File: src/rtl/axi_pkg.sv
// axi_pkg: shared AXI encodings, loader states and a clog2 helper
package axi_pkg;
  localparam logic [1:0] BURST_INCR = 2'b01;
  localparam logic [1:0] RESP_OKAY = 2'b00;
  localparam logic [1:0] RESP_SLVERR = 2'b10;
  typedef enum logic [1:0] {S_IDLE, S_AW, S_W, S_B} state_t;
  function automatic int clog2(input int v);
    int r;
    r = 0;
    while ((1 << r) < v) r++;
    return r;
  endfunction
endpackage

File: src/rtl/axi_burst_splitter.sv
// axi_burst_splitter: burst length, next address and remaining-word tracking for INCR bursts
module axi_burst_splitter
  import axi_pkg::*;
#(
  parameter int ADDR_WIDTH = 8,
  parameter int CNT_WIDTH = 16,
  parameter int STRB_WIDTH = 4,
  parameter int MAX_BURST_LEN = 16
) (
  input  logic                  clk,
  input  logic                  rst,
  input  logic                  load,
  input  logic                  advance,
  input  logic [ADDR_WIDTH-1:0] base_addr,
  input  logic [CNT_WIDTH-1:0]  word_count,
  output logic [ADDR_WIDTH-1:0] addr,
  output logic [CNT_WIDTH-1:0]  remaining,
  output logic [8:0]            len,
  output logic                  final_burst
);
  localparam int AS = clog2(STRB_WIDTH);
  logic [ADDR_WIDTH:0] to_top;
  logic [8:0] rem_c;
  assign to_top = ({1'b1, {ADDR_WIDTH{1'b0}}} - {1'b0, addr}) >> AS;
  assign rem_c = remaining >= CNT_WIDTH'(MAX_BURST_LEN) ? 9'(MAX_BURST_LEN) : 9'(remaining);
  assign len = to_top >= (ADDR_WIDTH + 1)'(rem_c) ? rem_c : 9'(to_top);
  assign final_burst = remaining == CNT_WIDTH'(len);
  always_ff @(posedge clk) begin
    if (rst) begin
      addr <= '0;
      remaining <= '0;
    end else if (load) begin
      addr <= base_addr & ~ADDR_WIDTH'(STRB_WIDTH - 1);
      remaining <= word_count;
    end else if (advance) begin
      addr <= addr + ADDR_WIDTH'(32'(len) << AS);
      remaining <= remaining - CNT_WIDTH'(len);
    end
  end
endmodule

File: src/rtl/axi_pim_loader.sv
// axi_pim_loader: AXI4 write-burst master streaming words into the PIM array
module axi_pim_loader
  import axi_pkg::*;
#(
  parameter int DATA_WIDTH = 32,
  parameter int ADDR_WIDTH = 8,
  parameter int STRB_WIDTH = DATA_WIDTH / 8,
  parameter int ID_WIDTH = 8,
  parameter int AXI_ID = 0,
  parameter int MAX_BURST_LEN = 16,
  parameter int CNT_WIDTH = 16
) (
  input  logic                  clk,
  input  logic                  rst,
  input  logic                  start,
  input  logic [ADDR_WIDTH-1:0] base_addr,
  input  logic [CNT_WIDTH-1:0]  word_count,
  output logic                  busy,
  output logic                  done,
  output logic                  error,
  input  logic [DATA_WIDTH-1:0] s_axis_tdata,
  input  logic                  s_axis_tvalid,
  output logic                  s_axis_tready,
  output logic [ID_WIDTH-1:0]   m_axi_awid,
  output logic [ADDR_WIDTH-1:0] m_axi_awaddr,
  output logic [7:0]            m_axi_awlen,
  output logic [2:0]            m_axi_awsize,
  output logic [1:0]            m_axi_awburst,
  output logic                  m_axi_awlock,
  output logic [3:0]            m_axi_awcache,
  output logic [2:0]            m_axi_awprot,
  output logic                  m_axi_awvalid,
  input  logic                  m_axi_awready,
  output logic [DATA_WIDTH-1:0] m_axi_wdata,
  output logic [STRB_WIDTH-1:0] m_axi_wstrb,
  output logic                  m_axi_wlast,
  output logic                  m_axi_wvalid,
  input  logic                  m_axi_wready,
  input  logic [ID_WIDTH-1:0]   m_axi_bid,
  input  logic [1:0]            m_axi_bresp,
  input  logic                  m_axi_bvalid,
  output logic                  m_axi_bready
);
  state_t state, state_nx;
  logic [ADDR_WIDTH-1:0] addr;
  logic [CNT_WIDTH-1:0] remaining;
  logic [8:0] len, beat;
  logic final_burst, load, advance, w_hs, unused_bid;
  axi_burst_splitter #(
    .ADDR_WIDTH(ADDR_WIDTH),
    .CNT_WIDTH(CNT_WIDTH),
    .STRB_WIDTH(STRB_WIDTH),
    .MAX_BURST_LEN(MAX_BURST_LEN)
  ) u_split (
    .clk(clk),
    .rst(rst),
    .load(load),
    .advance(advance),
    .base_addr(base_addr),
    .word_count(word_count),
    .addr(addr),
    .remaining(remaining),
    .len(len),
    .final_burst(final_burst)
  );
  assign unused_bid = ^m_axi_bid;
  assign load = state == S_IDLE && start && !done;
  assign advance = state == S_B && m_axi_bvalid;
  assign w_hs = m_axi_wvalid && m_axi_wready;
  always_ff @(posedge clk) begin
    if (rst) begin
      state <= S_IDLE;
      beat <= '0;
      done <= 1'b0;
      error <= 1'b0;
    end else begin
      state <= state_nx;
      beat <= state == S_AW ? 9'd0 : beat + 9'(w_hs);
      done <= (load && word_count == '0) || (advance && final_burst);
      error <= load ? 1'b0 : error | (advance && m_axi_bresp != RESP_OKAY);
    end
  end
  always_comb begin
    state_nx = state;
    state_nx = state == S_IDLE ? (load && word_count != '0 ? S_AW : S_IDLE) :
               state == S_AW   ? (m_axi_awready ? S_W : S_AW) :
               state == S_W    ? (w_hs && m_axi_wlast ? S_B : S_W) :
                                 (advance ? (final_burst ? S_IDLE : S_AW) : S_B);
  end
  assign busy = state != S_IDLE;
  assign m_axi_awvalid = state == S_AW;
  assign m_axi_awaddr = addr;
  assign m_axi_awlen = m_axi_awvalid ? 8'(len - 9'd1) : 8'd0;
  assign m_axi_awid = ID_WIDTH'(AXI_ID);
  assign m_axi_awsize = 3'(clog2(STRB_WIDTH));
  assign m_axi_awburst = BURST_INCR;
  assign m_axi_awlock = 1'b0;
  assign m_axi_awcache = 4'b0011;
  assign m_axi_awprot = 3'b000;
  assign m_axi_wdata = s_axis_tdata;
  assign m_axi_wstrb = '1;
  assign m_axi_wvalid = state == S_W && s_axis_tvalid;
  assign s_axis_tready = state == S_W && m_axi_wready;
  assign m_axi_wlast = state == S_W && beat == len - 9'd1;
  assign m_axi_bready = state == S_B;
endmodule

File: config.mk
export PLATFORM = sky130hd
export DESIGN_NAME = axi_pim_loader
export DESIGN_NICKNAME = d
export VERILOG_FILES = /design/src/rtl/axi_pkg.sv /design/src/rtl/axi_burst_splitter.sv /design/src/rtl/axi_pim_loader.sv
export SDC_FILE = /design/constraint.sdc
export NUM_CORES = 1
export LEC_CHECK = 0
export CAP_MARGIN = 20
export CORE_ASPECT_RATIO = 0.6
export CORE_MARGIN = 10
export CORE_UTILIZATION = 44
export DETAILED_ROUTE_END_ITERATION = 8
export GPL_ROUTABILITY_DRIVEN = 0
export GPL_TIMING_DRIVEN = 0
export PLACE_DENSITY = 0.95
export SLEW_MARGIN = 20
export SYNTH_ARGS = -nofsm -noshare
export SYNTH_HDL_FRONTEND = slang
export SYNTH_SLANG_ARGS = --single-unit
File: constraint.sdc
create_clock -name clk -period 5.8 [get_ports clk]
set_clock_uncertainty 0.05 [all_clocks]
set_input_delay 0.58 -clock clk [delete_from_list [all_inputs] [get_ports clk]]
set_output_delay 0.58 -clock clk [all_outputs]
set_load 0.1 [all_outputs]
# Yosys cells after proc, flatten, opt, wreduce, memory -nomap -nowiden
# Index checks and enable logic that the tools add are counted.
dict set report totals {
  wordCells 57
  ff_bits 37
  output_inout_bits 81
  input_bits 73
}
dict set report classes {
  magnitude_cmp 2
  n_eq_ne 5
  add_sub_neg 5
  bitwise 1
  muxes 15
  n_reduce_logical 22
}
# cell count
set op_table {}
lappend op_table {{16-bit 2-to-1 mux} 2}
lappend op_table {{8-bit 2-to-1 mux} 3}
lappend op_table {{9-bit 2-to-1 mux} 2}
lappend op_table {{16-bit by 9-bit equality test with 1-bit output} 1}
lappend op_table {{16-bit by 5-bit greater-or-equal comparator with 1-bit output, second input constant} 1}
lappend op_table {{16-bit zero test} 1}
lappend op_table {{16-bit nonzero test} 1}
lappend op_table {{16-bit by 9-bit subtractor with 16-bit output} 1}
lappend op_table {{1-bit logical AND} 12}
lappend op_table {{2-bit 2-to-1 mux} 5}
lappend op_table {{9-bit by 1-bit adder with 9-bit output} 1}
lappend op_table {{9-bit equality test} 1}
lappend op_table {{7-bit by 9-bit greater-or-equal comparator with 1-bit output} 1}
lappend op_table {{9-bit by 1-bit subtractor with 9-bit output, second input constant} 1}
lappend op_table {{9-bit by 8-bit subtractor with 9-bit output, first input constant} 1}
lappend op_table {{8-bit adder} 1}
lappend op_table {{2-bit nonzero test} 3}
lappend op_table {{2-bit equality test, second input constant} 2}
lappend op_table {{2-bit OR reduction} 2}
lappend op_table {{1-bit 2-to-1 mux} 3}
lappend op_table {{2-bit by 1-bit equality test with 1-bit output, second input constant} 1}
lappend op_table {{2-bit zero test} 1}
lappend op_table {{1-bit zero test} 1}
lappend op_table {{1-bit logical OR} 1}
lappend op_table {{1-bit bitwise OR} 1}

# Logic depth before layout (Yosys ltp)
# Gate-level depths: netlist of run 1.
dict set report logic_depth {
  depth_word 12
  mapped_depth 21
  mapped_depth_nobuf 20
}

# Modules after synthesis
# Synthesis of run 1 repeated with hierarchy kept, for this count alone.
dict set report unflattened {
  cells_unflattened 543
  hier_area_um2 3983.8
}
# mod area_each_um2 n_inst cells_each seq_area_each_um2
set by_module_without_submodules {}
lappend by_module_without_submodules {axi_burst_splitter 2467.4 1 342 440.4}
lappend by_module_without_submodules {axi_pim_loader 1516.5 1 201 260.2}

# Least setup slack after synthesis of run 1
# OpenSTA, ideal clock, no wires.
dict set report synth_path {
  path_type {register to output}
  from {register u_split.addr[3]}
  to {output port m_axi_awlen[7]}
  required_time_ns 5.170
  n_path_buf 0
  arrival_time_ns 5.512
  path_slack_ns -0.342
  path_stages_with_launch 12
  path_cell_list {dfxtp_1 inv_1 ha_1 nor3b_1 xnor2_1 ha_1 a21oi_1 o21ai_0 a21oi_1 mux2_1 nand3_1 nor3_1}
}
dict set report synth_between {
  elab_chain_cells 5
}
# item line
set synth_rtl {}
lappend synth_rtl {{from (decl)} axi_burst_splitter.sv:16} ;# output logic [ADDR_WIDTH-1:0] addr,
lappend synth_rtl {{from (signal assigned)} axi_burst_splitter.sv:33} ;# addr <= base_addr & ~ADDR_WIDTH'(STRB_WIDTH - 1);
lappend synth_rtl {{from (signal assigned)} axi_burst_splitter.sv:36} ;# addr <= addr + ADDR_WIDTH'(32'(len) << AS);
lappend synth_rtl {{9-bit by 8-bit subtractor with 9-bit output *} axi_burst_splitter.sv:24} ;# assign to_top = ({1'b1, {ADDR_WIDTH{1'b0}}} - {1'b0, addr}) >> AS;
lappend synth_rtl {{7-bit by 9-bit greater-or-equal comparator with 1-bit output} axi_burst_splitter.sv:26} ;# assign len = to_top >= (ADDR_WIDTH + 1)'(rem_c) ? rem_c : 9'(to_top);
lappend synth_rtl {{9-bit 2-to-1 mux *} axi_burst_splitter.sv:26}
lappend synth_rtl {{9-bit by 1-bit subtractor with 9-bit output *} -}
lappend synth_rtl {{8-bit 2-to-1 mux *} axi_pim_loader.sv:93} ;# assign m_axi_awlen = m_axi_awvalid ? 8'(len - 9'd1) : 8'd0;
lappend synth_rtl {{to (decl)} axi_pim_loader.sv:26} ;# output logic [7:0] m_axi_awlen,
# Mark *: on every way between the ends. The rest lies on a longest branch, timed or not.

# Worst setup path after layout of run 1
dict set report layout_path {
  from {register u_split.remaining[11]}
  to {output port m_axi_wlast}
}
dict set report layout_between {
  elab_chain_cells 7
}
# item line
set layout_rtl {}
lappend layout_rtl {{from (decl)} axi_burst_splitter.sv:17} ;# output logic [CNT_WIDTH-1:0] remaining,
lappend layout_rtl {{from (signal assigned)} axi_burst_splitter.sv:34} ;# remaining <= word_count;
lappend layout_rtl {{from (signal assigned)} axi_burst_splitter.sv:37} ;# remaining <= remaining - CNT_WIDTH'(len);
lappend layout_rtl {{16-bit by 5-bit greater-or-equal comparator with 1-bit output *} axi_burst_splitter.sv:25} ;# assign rem_c = remaining >= CNT_WIDTH'(MAX_BURST_LEN) ? 9'(MAX_BURST_LEN) : 9'(remaining);
lappend layout_rtl {{9-bit 2-to-1 mux *} axi_burst_splitter.sv:25}
lappend layout_rtl {{7-bit by 9-bit greater-or-equal comparator with 1-bit output} axi_burst_splitter.sv:26}
lappend layout_rtl {{9-bit 2-to-1 mux *} axi_burst_splitter.sv:26}
lappend layout_rtl {{9-bit by 1-bit subtractor with 9-bit output *} axi_pim_loader.sv:104} ;# assign m_axi_wlast = state == S_W && beat == len - 9'd1;
lappend layout_rtl {{9-bit equality test *} axi_pim_loader.sv:104}
lappend layout_rtl {{1-bit logical AND *} axi_pim_loader.sv:104}
lappend layout_rtl {{to (decl)} axi_pim_loader.sv:36} ;# output logic m_axi_wlast,
# Marked as above.

==> metrics.cfg, run 1 <==
[synth]
synth.most_common_cell = buf_4
async_flop_share_pct = 0
synth_seq_cells = 35
synth_edf_count = 0
syn_inst = 476
seq_area_frac_synth_pct = 19.6
synth_ff_type = dfxtp_1
yosysTopAreaCellShare_pct = 19.6
synth.distinct_cells = 60
synth_area_mm2 = 0.00358
synth_common_cells = 61 x buf_4, 46 x nor2_1, 35 x dfxtp_1
syn-mean-instance-area_um2 = 7.53
synth_area_leaders = dfxtp_1 20%, buf_4 13%, ha_1 7.3%, nor2_1 4.8%, a21oi_1 4.2%
ys.warnings.count = 0
synth_top_area_cell = dfxtp_1

[final_layout]
drive_gt1_share_pct = 15.3
fin_nets = 696
fillCellCount = 650
final_cells = 709
area_growth_pct = 36.3
antenna_cells = 0

[global_routing]
busiest_layer = met2
met1_usage_pct = 23.8
grt_max_degree = 12
use_met3_pct = 7.44
grt_pass1_vias = 3976
grt_pass1_wl_mm = 20.5
grt.overflow.total = 0
met2_usage_pct = 33.3
antenna_found_initial = 0
grt_use_total_pct = 20.2

[placed_design]
dp.cells = 696
dp_hpwl_mm = 10.5
io_buffers = 83
pre_cts_slack_ns = -0.935

[die]
ios = 154
chipWidth_um = 137
die_y_um = 89.9
num_rows = 25
initial_core_util_pct = 45.3
die_area_mm2 = 0.0123
coreArea_mm2 = 0.00791

[worst_setup_path]
cp-start-kind = flop
crit_buf_inv = 3
end_kind = primary output
critPathMaxFanout = 10
arrival_ns = 5.07
cp.required_ns = 5.17
cp_cell_sequence = or4_4, nor4_4, buf_4, nand2_1, ha_1, nand2_1, o21a_1, o21ai_2, buf_4, mux2i_4, ha_1, xnor2_1, a221oi_1, o311ai_0, nor4b_2, and4b_1, buf_6
worst_path_max_delay_cell = or4_4
path_delay_family = simple AND/OR/NAND/NOR gates
max_stage_delay_ns = 0.61
path_class = reg2out

[pwr]
ir_worst_vdd_mv = 0.150
p_per_area_mw_per_mm2 = 312
p_leak_nw = 2.07

[cts]
cts-root-buf = clkbuf_16
cts_tree = done
htreeDepth = 2
cts_buffer_depth = 2
clk_latency_ns = 0.29
cts_buffers = 5
cts_sinks = 35
clkSlewWorstSetupHoldPaths_ns = 0.06

[timing]
rsz0062_at_grt = true
worst_pin_slew_ns = 0.991
finalCritPeriodShare_pct = 98.2
finalHoldViolations = 0
final-max-slew-violation-count = 0
maxSlewHeadroom_pct = 33.7
setup_viol = 0
worst_slack_ns = 0.102
fmax_ghz = 0.176
period_minus_slack_ns = 5.70

[routing]
first_pass_iters = 6
drtIter0Drc = 426
ant_nets = 0
viasPerCell = 5.73
routed_wl_mm = 13.1
route.detailed.drc = 0
num_vias = 4063
detail_route.wl_per_cell_um = 18.5

[flow_run]
max_cap_violations = 0

[outcome]
status = completed

[min_path]
hold_path.class = reg2reg

layer usage:
layer | wire (um) | up-vias | share of wire (%)
li1 | - | 1873 | -
met1 | 5050 | 1861 | 39
met2 | 6020 | 284 | 46
met3 | 1690 | 45 | 13
met4 | 332 | 0 | 2.5
met5 | 0 | - | 0
cell usage in the layout, fill, tap and decap left out, types with 9 or more instances in the layout:
cell / instances
ha_1: 21
buf_4: 67
xor2_1: 13
nand2_1: 34
clkbuf_1: 19
nor3_1: 10
clkdlybuf4s50_1: 76
conb_1: 31
inv_1: 20
a22oi_1: 10
nor2_1: 46
nand3_1: 11
a31oi_1: 9
dfxtp_1: 33
a21oi_1: 29
o21ai_0: 12
xnor2_1: 17
flip-flops by register name, summed over array words and instances (netlist names):
register and flops:
u_split.remaining 16, error 1, u_split.addr 6, done 1, beat 9, state 2
layout make-up:
class | count | area (um2) | area share (%)
Multi-Input combinational cell | 369 | 2430 | 49.7
Clock inverter | 2 | 12.5 | 0.256
Buffer | 81 | 537 | 11.0
Tap cell | 108 | 135 | 2.77
Sequential cell | 35 | 703 | 14.4
Timing Repair Buffer | 88 | 867 | 17.8
Inverter | 20 | 75.1 | 1.54
Clock buffer | 6 | 129 | 2.64
worst paths after layout:
path                                end  slack, ns                  start  depth (start not counted)
hold / removal                    error       0.45                  error                          2
hold reg to reg                   error       0.45                  error                          2
setup / recovery            m_axi_wlast       0.10  u_split.remaining[11]                         17
setup reg to reg  u_split.remaining[14]       0.19  u_split.remaining[11]                         21
stage by stage:
step	TNS [ns]	util [%]	power, mW	area, um2	hold slack (ns)
after global placement	-1.24	59.0	1.16	4670	0.434
after detailed placement	-2.11	59.0	1.20	4670	0.441
after CTS	0	60.9	1.47	4820	0.453
after floorplan	0	-	0.993	3700	0.438
final	0	61.7	1.53	4880	0.448
after global routing	-0.0833	61.7	1.59	4880	0.483
power breakdown:
group	switching [mW]	total (mW)	internal, mW
combinational	0.665	0.981	0.316
sequential	0.0183	0.273	0.254
clock	0.113	0.272	0.159
total	0.797	1.53	0.729
worst register-to-register path, delay by kind of cell (launching register included):
| family | cells | cell delay, ns |
|---|---|---|
| fa+ha+maj | 3 | 1.08 |
| xor+xnor | 1 | 0.14 |
| simple gates | 6 | 1.36 |
| buf+inv | 3 | 0.58 |
| mux | 1 | 0.31 |
| compound gates | 7 | 1.62 |
| flops | 1 | 0.39 |
what timing repair did:
| action | in CTS | in global routing |
|---|---|---|
| hold buffers | 0 | 0 |
| resized for setup | 19 | 8 |
| pin swaps | 1 | 2 |
| buffers inserted | 0 | 5 |
| endpoints found under the setup margin | 14 | 8 |
| cloned | 0 | 0 |
cells by family (layout without fill, tap and decap cells):
kind of cell	Yosys count	count (layout)	synth area share, %
xor gates and xnor gates	30	30	7.33
adders and majority gates	25	25	9.01
buffers and inverters	101	197	17.0
muxes	8	8	2.48
AOI/OAI and AO/OA	117	117	21.5
other	2	31	0.210
and+or+nand+nor	158	158	22.9
DFF	35	35	19.6
Power figures use the tool's default switching activity.
==> run 2, diff against run 1 <==
--- a/config.mk
+++ b/config.mk
@@ -5,7 +5,6 @@
 export SDC_FILE = /design/constraint.sdc
 export NUM_CORES = 1
 export LEC_CHECK = 0
-export CAP_MARGIN = 20
 export CORE_ASPECT_RATIO = 0.6
 export CORE_MARGIN = 10
 export CORE_UTILIZATION = 44
==> results of run 2 <==
Final layout, timing and power as in run 1 (identical DEF).
==> run 3, diff against run 2 <==
--- a/config.mk
+++ b/config.mk
@@ -12,7 +12,7 @@
 export GPL_ROUTABILITY_DRIVEN = 0
 export GPL_TIMING_DRIVEN = 0
 export PLACE_DENSITY = 0.95
-export SLEW_MARGIN = 20
+export SLEW_MARGIN = 15
 export SYNTH_ARGS = -nofsm -noshare
 export SYNTH_HDL_FRONTEND = slang
 export SYNTH_SLANG_ARGS = --single-unit
==> results of run 3 <==
Final layout, timing and power as in run 1 (identical DEF).
